==> src/rtl/led_pkg.sv <==
// led_pkg
// Shared definitions for the LED strip scheduler: the scheduler state
// encoding, default WS2812 timing for a 50 MHz video clock, and the
// border-pixel count of the ambient-lamp frame.
// No ports (package).
package led_pkg;

    typedef enum logic [2:0] {
        IDLE,
        REQ,
        WAIT,
        SHIFT,
        LATCH
    } state_t;

    // Capture grid; only the outer ring of pixels drives the strip.
    localparam int ROW_NUM = 96;
    localparam int COL_NUM = 128;

    // Corners are shared by a row and a column, hence the -4.
    localparam int LED_NUM_DEF = 2 * COL_NUM + 2 * ROW_NUM - 4;

    // 50 MHz timing: 1.25 us bit, 0.4 us / 0.8 us high, 300 us latch.
    localparam int BIT_CYC_DEF       = 63;
    localparam int T0H_CYC_DEF       = 20;
    localparam int T1H_CYC_DEF       = 40;
    localparam int RESET_CYC_DEF     = 15000;
    localparam int FETCH_TIMEOUT_DEF = 16;

    function automatic int max3(input int a, input int b, input int c);
        int m;
        m = (a > b) ? a : b;
        return (m > c) ? m : c;
    endfunction

endpackage

==> src/rtl/ws2812_bit_tx.sv <==
// ws2812_bit_tx
// Serialises one 24-bit GRB word MSB-first as WS2812 NRZ pulses.
// Ports:
//   clk        - clock
//   rst_n      - synchronous active-low reset
//   load       - one-cycle request to start sending data
//   data       - 24-bit word, sampled when load is high
//   dout       - registered serial line
//   word_done  - one-cycle pulse after the last bit's low tail
module ws2812_bit_tx #(
    parameter int BIT_CYC = 63,
    parameter int T0H_CYC = 20,
    parameter int T1H_CYC = 40,
    parameter int CNT_W   = 6
) (
    input  logic        clk,
    input  logic        rst_n,
    input  logic        load,
    input  logic [23:0] data,
    output logic        dout,
    output logic        word_done
);

    localparam logic [CNT_W-1:0] BIT_END = CNT_W'(BIT_CYC);
    localparam logic [CNT_W-1:0] T0_HIGH = CNT_W'(T0H_CYC);
    localparam logic [CNT_W-1:0] T1_HIGH = CNT_W'(T1H_CYC);

    logic [23:0]      sh;
    logic [4:0]       bit_cnt;
    logic [CNT_W-1:0] cyc;
    logic             active;

    // cyc holds the in-bit position of the level being registered next.
    // Every bit starts high, so position 0 is driven high directly on
    // load and at each bit boundary, giving exactly BIT_CYC clocks/bit.
    always_ff @(posedge clk) begin
        if (!rst_n) begin
            sh        <= '0;
            bit_cnt   <= '0;
            cyc       <= '0;
            active    <= 1'b0;
            dout      <= 1'b0;
            word_done <= 1'b0;
        end else begin
            word_done <= 1'b0;
            if (load) begin
                sh      <= data;
                bit_cnt <= '0;
                cyc     <= {{(CNT_W-1){1'b0}}, 1'b1};
                active  <= 1'b1;
                dout    <= 1'b1;
            end else if (active) begin
                if (cyc == BIT_END) begin
                    cyc <= {{(CNT_W-1){1'b0}}, 1'b1};
                    if (bit_cnt == 5'd23) begin
                        active    <= 1'b0;
                        dout      <= 1'b0;
                        word_done <= 1'b1;
                    end else begin
                        sh      <= {sh[22:0], 1'b0};
                        bit_cnt <= bit_cnt + 5'd1;
                        dout    <= 1'b1;
                    end
                end else begin
                    dout <= (cyc < (sh[23] ? T1_HIGH : T0_HIGH));
                    cyc  <= cyc + 1'b1;
                end
            end
        end
    end

endmodule

==> src/rtl/led_strip_scheduler.sv <==
// led_strip_scheduler
// Fetches one frame of GRB colours from the ordering stage and streams
// it to a WS2812 strip, followed by the latch gap.
// Ports:
//   video_clk   - single clock
//   rst_n       - synchronous active-low reset
//   en          - enable, only looked at while idle
//   wr_done     - a complete frame is readable
//   rgb_i       - GRB colour from the ordering stage
//   rgb_i_val   - one-cycle strobe marking rgb_i fresh
//   rd_req      - one-cycle fetch request (clean rising edge per pixel)
//   led_dout    - serial NRZ line to the strip
//   busy        - high whenever not idle
//   frame_done  - one-cycle pulse on return to idle
//   timeout_err - sticky fetch-timeout flag
module led_strip_scheduler
    import led_pkg::*;
#(
    parameter int LED_NUM       = LED_NUM_DEF,
    parameter int BIT_CYC       = BIT_CYC_DEF,
    parameter int T0H_CYC       = T0H_CYC_DEF,
    parameter int T1H_CYC       = T1H_CYC_DEF,
    parameter int RESET_CYC     = RESET_CYC_DEF,
    parameter int FETCH_TIMEOUT = FETCH_TIMEOUT_DEF
) (
    input  logic        video_clk,
    input  logic        rst_n,
    input  logic        en,
    input  logic        wr_done,
    input  logic [23:0] rgb_i,
    input  logic        rgb_i_val,
    output logic        rd_req,
    output logic        led_dout,
    output logic        busy,
    output logic        frame_done,
    output logic        timeout_err
);

    localparam int CNT_W = $clog2(max3(BIT_CYC, RESET_CYC, FETCH_TIMEOUT) + 1);
    localparam int PIX_W = (LED_NUM > 1) ? $clog2(LED_NUM) : 1;

    localparam logic [CNT_W-1:0] TMO_END   = CNT_W'(FETCH_TIMEOUT);
    localparam logic [CNT_W-1:0] LATCH_END = CNT_W'(RESET_CYC);
    localparam logic [PIX_W-1:0] LAST_PIX  = PIX_W'(LED_NUM - 1);

    if (!(T0H_CYC < T1H_CYC && T1H_CYC < BIT_CYC)) begin : g_timing_check
        $error("led_strip_scheduler: need T0H_CYC < T1H_CYC < BIT_CYC");
    end

    state_t           state;
    logic [CNT_W-1:0] cnt;
    logic [CNT_W-1:0] cnt_inc;
    logic [PIX_W-1:0] pix_cnt;
    logic             trunc;
    logic             fetch_hit;
    logic             word_done;

    // Saturating so a stalled counter can never wrap back into range.
    assign cnt_inc = (cnt == '1) ? cnt : cnt + 1'b1;

    // A strobe coinciding with expiry still counts as a real fetch.
    assign fetch_hit = (state == WAIT) && (rgb_i_val || (cnt >= TMO_END));

    ws2812_bit_tx #(
        .BIT_CYC (BIT_CYC),
        .T0H_CYC (T0H_CYC),
        .T1H_CYC (T1H_CYC),
        .CNT_W   (CNT_W)
    ) u_tx (
        .clk       (video_clk),
        .rst_n     (rst_n),
        .load      (fetch_hit),
        .data      (rgb_i),
        .dout      (led_dout),
        .word_done (word_done)
    );

    // Frame sequencer. cnt counts fetch-wait cycles (1 = first WAIT
    // cycle) and latch cycles (1 = first LATCH cycle). trunc remembers
    // that wr_done dropped so the current word still finishes before
    // the strip is latched.
    always_ff @(posedge video_clk) begin
        if (!rst_n) begin
            state       <= IDLE;
            cnt         <= '0;
            pix_cnt     <= '0;
            trunc       <= 1'b0;
            rd_req      <= 1'b0;
            busy        <= 1'b0;
            frame_done  <= 1'b0;
            timeout_err <= 1'b0;
        end else begin
            rd_req     <= 1'b0;
            frame_done <= 1'b0;
            case (state)
                IDLE: begin
                    cnt     <= '0;
                    pix_cnt <= '0;
                    trunc   <= 1'b0;
                    if (en && wr_done) begin
                        state  <= REQ;
                        rd_req <= 1'b1;
                        busy   <= 1'b1;
                    end
                end
                REQ: begin
                    state <= WAIT;
                    cnt   <= {{(CNT_W-1){1'b0}}, 1'b1};
                    if (!wr_done) trunc <= 1'b1;
                end
                WAIT: begin
                    if (!wr_done) trunc <= 1'b1;
                    if (fetch_hit) begin
                        state <= SHIFT;
                        if (!rgb_i_val) timeout_err <= 1'b1;
                    end else begin
                        cnt <= cnt_inc;
                    end
                end
                SHIFT: begin
                    if (word_done) begin
                        if (trunc || !wr_done || pix_cnt == LAST_PIX) begin
                            state <= LATCH;
                            cnt   <= {{(CNT_W-1){1'b0}}, 1'b1};
                        end else begin
                            state   <= REQ;
                            rd_req  <= 1'b1;
                            pix_cnt <= pix_cnt + 1'b1;
                        end
                    end else if (!wr_done) begin
                        trunc <= 1'b1;
                    end
                end
                LATCH: begin
                    if (cnt >= LATCH_END) begin
                        state      <= IDLE;
                        busy       <= 1'b0;
                        frame_done <= 1'b1;
                        cnt        <= '0;
                    end else begin
                        cnt <= cnt_inc;
                    end
                end
                default: begin
                    state <= IDLE;
                    busy  <= 1'b0;
                end
            endcase
        end
    end

endmodule

==> config.mk <==
export PLATFORM = sky130hd
export DESIGN_NAME = led_strip_scheduler
export DESIGN_NICKNAME = d
export VERILOG_FILES = /design/src/rtl/led_pkg.sv /design/src/rtl/ws2812_bit_tx.sv /design/src/rtl/led_strip_scheduler.sv
export SDC_FILE = /design/constraint.sdc
export NUM_CORES = 1
export LEC_CHECK = 0
export CORE_ASPECT_RATIO = 1.5
export CORE_MARGIN = 10
export CORE_UTILIZATION = 25
export DETAILED_ROUTE_END_ITERATION = 10
export PLACE_DENSITY = 0.46
export RECOVER_POWER = 50
export SLEW_MARGIN = 20
export SYNTH_ARGS = -nofsm -noshare
export SYNTH_HDL_FRONTEND = slang
export SYNTH_SLANG_ARGS = --single-unit
==> constraint.sdc <==
create_clock -name video_clk -period 2.8 [get_ports video_clk]
set_input_delay 0.7 -clock video_clk [delete_from_list [all_inputs] [get_ports video_clk]]
set_output_delay 0.7 -clock video_clk [all_outputs]
set_load 0.005 [all_outputs]
==> results_dict.tcl <==
set metrics [dict create \
    grt_first_pass_wirelength_um 14600 \
    fin_cells 656 \
    vias 3057 \
    slew_viol_final 0 \
    crit_arrival_ps 2720 \
    drtIter0Drc 95 \
    peakVddDrop_mv 0.284 \
    ys.flop_type "dfxtp_1" \
    multi_input_area_um2 1990 \
    relSlewSlack 0.390 \
    finalSetupViolCount 0 \
    cts_tree "yes" \
    critPathTopFamily "simple AND/OR/NAND/NOR gates" \
    worst_slew_pin_slew_ps 906 \
    dieArea_um2 19900 \
    clk_latency_ps 330 \
    start_kind "input pin" \
    fin_skew_ps 7.74 \
    power_density_nw_per_um2 582 \
    routed_via_density 4.66 \
    final_common_cell "dfxtp_1" \
    grt_pass1_vias 3083 \
    layout_common_cells "77 x dfxtp_1, 52 x nor2_1, 32 x a21oi_1" \
    core_um2 14500 \
    hold_violations 0 \
    path_class "input pin to flip-flop" \
    worstPathMaxFanout 3 \
    cts.reportedPaths.clkPinSlew_ps 60 \
    hp-start "timeout_err$_SDFFE_PN0P_" \
    syn-num-nets 458 \
    die_y_um 168 \
    cts_buffers 9 \
    ys_seq_area_frac 0.423 \
    path_cells "dlygate4sd3_1, nor4_1, a31oi_1, a211oi_2, nand3_1, or4_1, o31ai_1" \
    maxCapViolCount 0 \
    max_stage_delay_ps 570 \
    cts-root-buf "clkbuf_16" \
    cts.sinks 77 \
    yosys_warnings 0 \
    fill_cells 1592 \
    yosysUniqueCellTypes 51 \
    leakage_nw 1.82 \
    initial_core_util 0.252 \
    postCtsResizedCells 0 \
    worst_path_max_delay_cell "dlygate4sd3_1" \
    drt-wirelength-per-cell_um 12.9 \
    clock.fmax_mhz 402 \
    syn_area_um2 3650 \
    drt_wl_total_um 8450 \
    required_ps 3040 \
    fp-row-count 54 \
    n_antenna_cell 0 \
    reg2reg_to "cnt[4]$_SDFFE_PN0P_" \
    rsz0062_at_grt "no" \
    layout.nets 492 \
    hold_path_end "timeout_err$_SDFFE_PN0P_" \
    ys_async_sr_fraction 0 \
    tns_ps 0 \
    dieWidth_um 119 \
    finalCriticalPeriod_ps 2490 \
    ios 34 \
    ys_ff_latch 77 \
    synth_edf_count 0 \
    drive_above_1_share 0.0696 \
    post_cts_buffers 0 \
    antenna_found_initial 0 \
    gp_congestion 0.762 \
    seqCellArea_um2 1540 \
    run_status "finished clean" \
    worst_setup_path_end_kind "flip-flop" \
    grt_max_degree 56 \
    critPathBufInv 1 \
    area_growth_pct 25.1 \
    io_buffers 33 \
    crit_start "rgb_i_val" \
    grt.total_usage 0.0881 \
    ant_nets 0 \
    drc 0 \
    reg2reg_depth 6 \
    place_inst 640 \
    ff2ff_setup_slack_ps 680 \
    cts.htree.levels 3 \
    reg2reg_from "state[0]$_SDFFE_PN0P_" \
    gr-total-overflow 0 \
    avgSynthCellArea_um2 8.66 \
    hp-class "flip-flop to flip-flop" \
    dr.pass1.iters 4 \
    hold_depth 1 \
    clockBufferDepth 2 \
    ctsHoldBuffers 0 \
    postSynthCellCount 421 \
    hpwl_um 6070 \
    finalCritPeriodShare 0.888 \
]
[how the worst max path moves through the flow]
| stage | slack (ps) | end | cells past startpoint |
|---|---|---|---|
| after floorplan | 830 | cnt[4]$_SDFFE_PN0P_ | 6 |
| after global placement | 120 | cnt[4]$_SDFFE_PN0P_ | 7 |
| after detailed placement | 100 | cnt[4]$_SDFFE_PN0P_ | 7 |
| after CTS | 440 | cnt[4]$_SDFFE_PN0P_ | 7 |
| after global routing | 220 | pix_cnt[3]$_SDFFE_PN0P_ | 4 |
| final | 310 | cnt[4]$_SDFFE_PN0P_ | 7 |
[where the power goes]
| part | total, mW | internal [mW] | switching [mW] |
|---|---|---|---|
| registers | 1.15 | 1.12 | 0.0216 |
| logic | 0.181 | 0.0913 | 0.0901 |
| clock network | 1.32 | 0.871 | 0.454 |
[kinds of logic (layout without fill, tap and decap cells)]
group | count (synthesis) | after routing | share of synthesized area
fa+ha+maj | 8 | 8 | 0.0275
compound gates | 91 | 91 | 0.147
xor+xnor | 30 | 30 | 0.0721
buf+inv | 27 | 66 | 0.0312
flops | 77 | 77 | 0.423
simple gates | 162 | 162 | 0.228
mux | 26 | 26 | 0.0714
[Yosys cell counts, drive strengths merged, types with 2 or more instances]
library cell   n  share of area
a211o          2         0.0048
a21boi         3         0.0062
a21oi         32          0.044
a31oi          5         0.0086
and2           4         0.0069
and3          11          0.019
and4           4         0.0096
buf            6         0.0096
clkbuf        15          0.015
dfxtp         77           0.42
ha             8          0.027
inv            6         0.0062
mux2i         26          0.071
nand2         25          0.026
nand2b         5         0.0086
nand3         19          0.027
nand3b         2         0.0041
nand4         16          0.027
nor2          53          0.057
nor2b          3         0.0051
nor3           7         0.0096
nor3b          2         0.0041
nor4           2         0.0034
o21a           4         0.0082
o21ai         32          0.044
o22ai          4         0.0086
or4            3         0.0072
xnor2          3         0.0072
xor2          27          0.065
[per-stage QoR]
step                cell area (um^2)  hold slack, ps  utilization  power (mW)  setup WS [ps]
floorplan                       3650             428            -        1.27            826
global placement                4230             440        0.292        1.36            116
global route                    4560             510        0.315        2.78            216
detailed placement              4230             459        0.292        1.36            105
finish                          4560             467        0.315        2.65            314
CTS                             4570             473        0.316        2.71            443
[area by class of cell]
cell class,count,area share
Clock inverter,6,0.0244
Clock buffer,10,0.0502
Sequential cell,77,0.338
Inverter,6,0.00494
Timing Repair Buffer,44,0.0922
Multi-Input combinational cell,317,0.436
Tap cell,196,0.0538
[sequential cells by signal, indices dropped and copies added (netlist names)]
| register | flops |
|---|---|
| busy | 1 |
| cnt | 14 |
| frame_done | 1 |
| pix_cnt | 9 |
| rd_req | 1 |
| state | 3 |
| timeout_err | 1 |
| trunc | 1 |
| u_tx.active | 1 |
| u_tx.bit_cnt | 5 |
| u_tx.cyc | 14 |
| u_tx.dout | 1 |
| u_tx.sh | 24 |
| u_tx.word_done | 1 |
[worst register-to-register path, stage by stage (launching register included)]
cell and delay [ps]:
dfxtp_1 410, nor2_1 400, o22ai_1 220, a211oi_2 310
nand3_1 180, or4_1 430, o31ai_1 80
[metal layers]
layer  track usage  part of all wire  vias to the layer above  wire (um)
met5             0                 0                        -          0
li1              -                 -                     1574          -
met1        0.0942              0.42                     1434       3520
met3        0.0241             0.038                       12        321
met4        0.0426             0.016                        0        133
met2         0.156              0.53                       37       4470
Power figures use the tool's default switching activity.
